<file path="config.mk">
export PLATFORM = sky130hd
export DESIGN_NAME = div
export DESIGN_NICKNAME = d
export VERILOG_FILES = /design/src/rtl/div.sv
export SDC_FILE = /design/constraint.sdc
export NUM_CORES = 1
export LEC_CHECK = 0
export CORE_ASPECT_RATIO = 1.1
export CORE_MARGIN = 1.5
export CORE_UTILIZATION = 52
export DETAILED_ROUTE_END_ITERATION = 8
export PLACE_DENSITY = 0.75
export SLEW_MARGIN = 5
export SYNTH_ARGS = -nofsm -noshare
export SYNTH_HDL_FRONTEND = slang
export SYNTH_SLANG_ARGS = --single-unit
export TNS_END_PERCENT = 10
</file>
<file path="constraint.sdc">
create_clock -name clk -period 3.8 [get_ports clk]
set_input_delay 0.57 -clock clk [delete_from_list [all_inputs] [get_ports clk]]
set_output_delay 0.57 -clock clk [all_outputs]
set_load 0.03 [all_outputs]
</file>
<file path="src/rtl/div.sv">
`default_nettype none
// ============================================================================
//  Module   : div
//  Purpose  : Multi-cycle 32-bit restoring divider (signed/unsigned) for the
//             execute stage. One quotient bit is produced per clock. The
//             operation is held in END for as long as start_i stays high.
//  Revision : 1.0 - initial release
// ----------------------------------------------------------------------------
//  Ports
//    clk          in   1   clock, all state updates on the rising edge
//    rst          in   1   synchronous active-high reset
//    signed_div_i in   1   1 = signed divide, 0 = unsigned divide
//    opdata1_i    in  32   dividend
//    opdata2_i    in  32   divisor
//    start_i      in   1   request, held high until the result is consumed
//    annul_i      in   1   cancel the operation in progress
//    result_o     out 64   {remainder, quotient}, registered
//    ready_o      out  1   result_o valid, registered
// ============================================================================
module div (
    input  logic        clk,
    input  logic        rst,
    input  logic        signed_div_i,
    input  logic [31:0] opdata1_i,
    input  logic [31:0] opdata2_i,
    input  logic        start_i,
    input  logic        annul_i,
    output logic [63:0] result_o,
    output logic        ready_o
);

    typedef enum logic [1:0] {
        ST_FREE   = 2'd0,
        ST_BYZERO = 2'd1,
        ST_ON     = 2'd2,
        ST_END    = 2'd3
    } state_t;

    localparam logic [5:0] c_LAST_STEP = 6'd32;

    state_t      r_state,    w_state_nxt;
    logic [5:0]  r_cnt,      w_cnt_nxt;
    // [64:33] partial remainder, [32:1] dividend bits still to shift in
    // (progressively replaced by quotient bits at [31:0]).
    logic [64:0] r_dividend, w_dividend_nxt;
    // Divisor magnitude and sign corrections are captured at acceptance so
    // that later operand changes cannot disturb the running operation.
    logic [31:0] r_divisor,  w_divisor_nxt;
    logic        r_neg_quo,  w_neg_quo_nxt;
    logic        r_neg_rem,  w_neg_rem_nxt;
    logic [63:0] w_result_nxt;
    logic        w_ready_nxt;

    logic [31:0] w_op1_mag;
    logic [31:0] w_op2_mag;
    logic [32:0] w_diff;

    assign w_op1_mag = (signed_div_i && opdata1_i[31]) ? (~opdata1_i + 32'd1) : opdata1_i;
    assign w_op2_mag = (signed_div_i && opdata2_i[31]) ? (~opdata2_i + 32'd1) : opdata2_i;

    // Trial subtraction; bit 32 set means the divisor did not fit.
    assign w_diff = {1'b0, r_dividend[63:32]} - {1'b0, r_divisor};

    always_comb begin
        w_state_nxt    = r_state;
        w_cnt_nxt      = r_cnt;
        w_dividend_nxt = r_dividend;
        w_divisor_nxt  = r_divisor;
        w_neg_quo_nxt  = r_neg_quo;
        w_neg_rem_nxt  = r_neg_rem;
        w_result_nxt   = 64'h0;
        w_ready_nxt    = 1'b0;

        case (r_state)
            ST_FREE: begin
                if (start_i && !annul_i) begin
                    if (opdata2_i == 32'h0) begin
                        w_state_nxt = ST_BYZERO;
                    end else begin
                        w_state_nxt = ST_ON;
                        w_cnt_nxt   = 6'd0;
                    end
                    w_dividend_nxt = {32'h0, w_op1_mag, 1'b0};
                    w_divisor_nxt  = w_op2_mag;
                    w_neg_quo_nxt  = signed_div_i && (opdata1_i[31] ^ opdata2_i[31]);
                    w_neg_rem_nxt  = signed_div_i && opdata1_i[31];
                end
            end

            ST_BYZERO: begin
                if (annul_i) begin
                    w_state_nxt = ST_FREE;
                    w_cnt_nxt   = 6'd0;
                end else begin
                    w_dividend_nxt = 65'h0;
                    w_state_nxt    = ST_END;
                end
            end

            ST_ON: begin
                if (annul_i) begin
                    w_state_nxt = ST_FREE;
                    w_cnt_nxt   = 6'd0;
                end else if (r_cnt != c_LAST_STEP) begin
                    if (w_diff[32]) begin
                        w_dividend_nxt = r_dividend << 1;
                    end else begin
                        w_dividend_nxt = {w_diff[31:0], r_dividend[31:0], 1'b1};
                    end
                    w_cnt_nxt = r_cnt + 6'd1;
                end else begin
                    // Magnitudes are done; restore signs. Remainder follows
                    // the dividend, quotient follows the XOR of the signs.
                    if (r_neg_quo) begin
                        w_dividend_nxt[31:0] = ~r_dividend[31:0] + 32'd1;
                    end
                    if (r_neg_rem) begin
                        w_dividend_nxt[64:33] = ~r_dividend[64:33] + 32'd1;
                    end
                    w_state_nxt = ST_END;
                    w_cnt_nxt   = 6'd0;
                end
            end

            ST_END: begin
                if (start_i) begin
                    w_result_nxt = {r_dividend[64:33], r_dividend[31:0]};
                    w_ready_nxt  = 1'b1;
                end else begin
                    w_state_nxt = ST_FREE;
                end
            end

            default: begin
                w_state_nxt = ST_FREE;
                w_cnt_nxt   = 6'd0;
            end
        endcase
    end

    always_ff @(posedge clk) begin
        if (rst) begin
            r_state    <= ST_FREE;
            r_cnt      <= 6'd0;
            r_dividend <= 65'h0;
            r_divisor  <= 32'h0;
            r_neg_quo  <= 1'b0;
            r_neg_rem  <= 1'b0;
            result_o   <= 64'h0;
            ready_o    <= 1'b0;
        end else begin
            r_state    <= w_state_nxt;
            r_cnt      <= w_cnt_nxt;
            r_dividend <= w_dividend_nxt;
            r_divisor  <= w_divisor_nxt;
            r_neg_quo  <= w_neg_quo_nxt;
            r_neg_rem  <= w_neg_rem_nxt;
            result_o   <= w_result_nxt;
            ready_o    <= w_ready_nxt;
        end
    end

endmodule
`default_nettype wire

</file>
== Yosys cells after proc, flatten, opt, wreduce, memory -nomap -nowiden ==
Index checks and enable logic that the tools add are counted.
Word-level totals
  bits of input ports: 69
  output and inout bits: 65
  word-level logic and storage cells: 79
  register bits: 172
Cells by class
  add/subtract/negate cells: 6
  bitwise logic cells: 7
  mux-type cells: 26
  reduce and logical (&&, ||, !) cells: 16
  eq/ne operators: 14
Operators with widths (number)
  $mux W65: 4
  $pmux W65 S3: 1
  $mux W32: 6
  $add A32 B1 Y32 const B: 4
  $not A32 Y32: 4
  $sub A32 B32 Y33: 1
  $logic_not A32 Y1: 1
  $mux W6: 5
  $pmux W6 S3: 1
  $reduce_and A5 Y1: 3
  $ne A2 B2 Y1 const B: 7
  $mux W2: 6
  $ne A3 B3 Y1 const B: 3
  $pmux W2 S4: 1
  $add A6 B1 Y6 const B: 1
  $ne A6 B6 Y1 const B: 1
  $eq A2 B2 Y1 const B: 2
  $logic_and A1 B1 Y1: 4
  $reduce_and A4 Y1: 1
  $reduce_and A3 Y1: 1
  $reduce_bool A3 Y1: 1
  $reduce_or A3 Y1: 1
  $eq A2 B1 Y1 const B: 1
  $logic_not A2 Y1: 1
  6 further kinds: 8

== Depth between registers and ports, before layout ==
  depth in word-level cells: 6
  gate-level depth with buffers: 15
  gate-level depth less buffers: 12

== Worst setup path before layout ==
OpenSTA, ideal clock, no wires.
  path kind: flip-flop to flip-flop
  start point: register r_dividend[32]
  end point: register r_dividend[43]
  arrival time: 2.933 ns
  setup time: 0.123 ns
  buffers on the path: 2
  data required time: 3.677 ns
  stages on the path, launching flop included: 15
  slack: 0.744 ns
  clock period less this slack: 3.056 ns
  path through: dfxtp_1 > inv_1 > ha_1 > fa_1 > nand2b_1 > a21oi_1 > o21ai_0 > o21ai_1 > a21bo_2 > o21ba_2 > buf_2 > buf_2 > mux2_2 > a21oi_1 > o22ai_1
Between the ends
  longest elaborated chain between the ends: 5
RTL lines
  start, declared: RTL line 45  | logic [64:0] r_dividend, w_dividend_nxt;
  start signal, assigned: RTL line 154  | r_dividend <= w_dividend_nxt;
  $sub A32 B32 Y33: RTL line 62  | assign w_diff = {1'b0, r_dividend[63:32]} - {1'b0, r_divisor};
  $mux W65: RTL line 105  | if (w_diff[32]) begin
  $mux W32: RTL line 104  | end else if (r_cnt != c_LAST_STEP) begin
  $mux W65: RTL line 101  | if (annul_i) begin
  $pmux W65 S3: RTL line 74  | case (r_state)
Every way passes these cells. The select of a mux whose other input is x is not followed.
A chain may end at the register's enable or synchronous reset.

== Final worst setup path ==
  start point: register r_dividend[32]
  end point: register r_dividend[46]
Same word-level chain as after synthesis.

==> reports/metrics.cfg <==
[run_status]
status = finished, final reports clean

[cts]
post_cts_buffers = 0
clkLatencyLatePin_ns = 0.44
htreeDepth = 4
holdBufCountCts = 0
cts_buffers = 17
cts_buffer_depth = 2
cts_tree = done
cts.clk_slew.worst_paths_ns = 0.07
cts_resized = 0
clock_tree.root_cell = clkbuf_16
cts.sinks = 172

[finish]
fill_cells = 1877
ff_latch_area_um2 = 3440
final_cells = 1851
diodes = 0
area_delta_synth_final_pct = 20.2
layout-drive-gt1-share_pct = 5.94
fin_util_pct = 64.3
fin_nets = 1668
fin_area_um2 = 13400
multiInputGateArea_um2 = 7160

[power]
irDropWorstVdd_mv = 0.384
power.total_mw = 7.98
p_per_area_nw_per_um2 = 597
p_leak_nw = 4.99

[routing]
final_antenna_net_count = 0
drt-total-wl_um = 32300
drtIter0Drc = 1155
drt-vias-per-instance = 6.02
vias = 11100
dr.pass1.iters = 5
wl_per_cell_um = 17.4
wl_met2_um = 14400
wl_met1_um = 14800
remaining_drc_errors = 0
wl_met3_um = 2430
highest_layer = met4

[synth]
syn_avg_cell_area_um2 = 7.64
syn_nets = 1569
synth.top_cell.area_share_pct = 31.0
yosysTopAreaCell = dfxtp_1
synthFlopType = dfxtp_1
synth-edff-count = 0
syn_inst = 1455
synth_warnings = 0
synthTopCellsByCount = dfxtp_1 (172), nor2_1 (157), a21oi_1 (116)
ys_async_sr_fraction_pct = 0
ys_seq_area_share_pct = 31.0
yosys.cell_count.top_type = dfxtp_1
netlist_top_cells_area = dfxtp_1 (31%), nor2_1 (5.3%), a21oi_1 (5.2%), ha_1 (5.0%), o21ai_0 (4.9%)
syn_area_um2 = 11100
synth_seq_cells = 172
synth_cell_types = 75

[floorplan]
rows = 55
core_area_um2 = 20800
die_area_um2 = 22300
die_h_um = 156
start_util_pct = 53.5
die_w_um = 142
ios = 134

[placement]
io_buffers = 133
dp_cells = 1820
dp_hpwl_um = 23200
dp_slack_ns = 0.291
place_congestion = 0.953
place_area_um2 = 12800

[setup_path]
crit_slowest_cell = fa_1
cp-end-kind = flip-flop
cpPeakStageDelay_ns = 0.40
cp_data_required_time_ns = 4.11
path_class = reg2reg
startpoint_type = flip-flop
crit_arrival_ns = 3.75
crit_fanout = 11
worstPathCellList = inv_1, ha_1, fa_1, nand2b_1, a21oi_1, o21ai_0, o21ai_1, a21bo_2, o21ba_2, buf_4, mux2_2, a21oi_1, o21ai_0

[flow_run]
maxCapViolCount = 0

[grt]
grt_pass1_vias = 9934
grtUsageTotal_pct = 29.1
grt.overflow.total = 0
grt_max_degree = 78
grt_pass1_wl_um = 51800
antenna_found_initial = 0

[timing]
fin_crit_sh_pct = 90.4
slew_violations = 0
tightest_slew_ns = 1.01
min_period_ns = 3.44
fin_skew_ns = 0.00838
rsz0062_at_grt = no
finalHoldViolCount = 0
setup_violations = 0
fmax_mhz = 291
slew-limit-headroom_pct = 32.1
holdWs_ns = 0.461
setup_tns_ns = 0
setup_slack_ns = 0.364

[hold_path]
hold_path_class = reg2reg

-- cell families (layout without fill, tap and decap cells) --
kind of cell / Yosys count / in the layout / share of synthesized area, %
AO/OA/AOI/OAI: 427 / 427 / 24.3
XOR/XNOR: 98 / 98 / 7.72
adder cells (fa/ha/maj): 45 / 45 / 5.13
buffers and inverters: 142 / 253 / 4.87
flip-flops: 172 / 172 / 31.0
multiplexers: 23 / 23 / 2.12
AND/OR/NAND/NOR: 548 / 548 / 24.9
-- flip-flops by register name, indices dropped and copies added (netlist names) --
| signal | flops |
|---|---|
| r_cnt | 6 |
| r_dividend | 65 |
| r_divisor | 32 |
| r_neg_quo | 1 |
| r_neg_rem | 1 |
| r_state | 2 |
| ready_o | 1 |
| result_o | 64 |
-- cells in the final DEF, fill, tap and decap left out, types with 48 or more instances in the layout --
cell type	Yosys	layout
a21oi_1	116	116
nor3_1	60	60
xnor2_1	48	48
and2_1	66	66
xor2_1	50	50
o21ai_0	108	108
inv_1	56	56
nand2_1	115	115
clkdlybuf4s50_1	0	132
nor2_1	157	155
dfxtp_1	172	172
-- report_power, final --
part	total [mW]	switching [mW]	internal, mW
sequential	2.42	0.358	2.06
clock	1.86	0.784	1.07
combinational	3.70	2.26	1.44
-- critical path: cells and delay by family, from the launching register on --
| kind | cells | cell delay, ns |
|---|---|---|
| adders and majority gates | 2 | 0.62 |
| and+or+nand+nor | 1 | 0.22 |
| buffers and inverters | 2 | 0.33 |
| muxes | 1 | 0.35 |
| AOI/OAI and AO/OA | 7 | 1.43 |
| DFF | 1 | 0.37 |
-- area by class of cell --
cell class / count / area share [%]
Multi-Input combinational cell: 1141 / 53.5
Inverter: 56 / 1.57
Sequential cell: 172 / 25.8
Tap cell: 285 / 2.67
Clock inverter: 12 / 1.21
Clock buffer: 19 / 3.39
Timing Repair Buffer: 166 / 11.9
-- path summary, 6_finish.rpt --
kind	start	to	slack (ns)	depth (start not counted)
worst min register to register	r_divisor[15]	r_divisor[15]	0.46	2
worst min-delay path	r_divisor[15]	r_divisor[15]	0.46	2
worst max-delay path	r_dividend[32]	r_dividend[46]	0.36	13
worst max register to register	r_dividend[32]	r_dividend[46]	0.36	13
-- per-layer routing --
metal  up-vias  GRT usage [%]
met1      5139           41.5
met3        67           4.10
met4         0           9.03
li1       5437              -
met5         -              0
met2       501           45.3
Note: power is estimated with default switching activity, not from simulation.
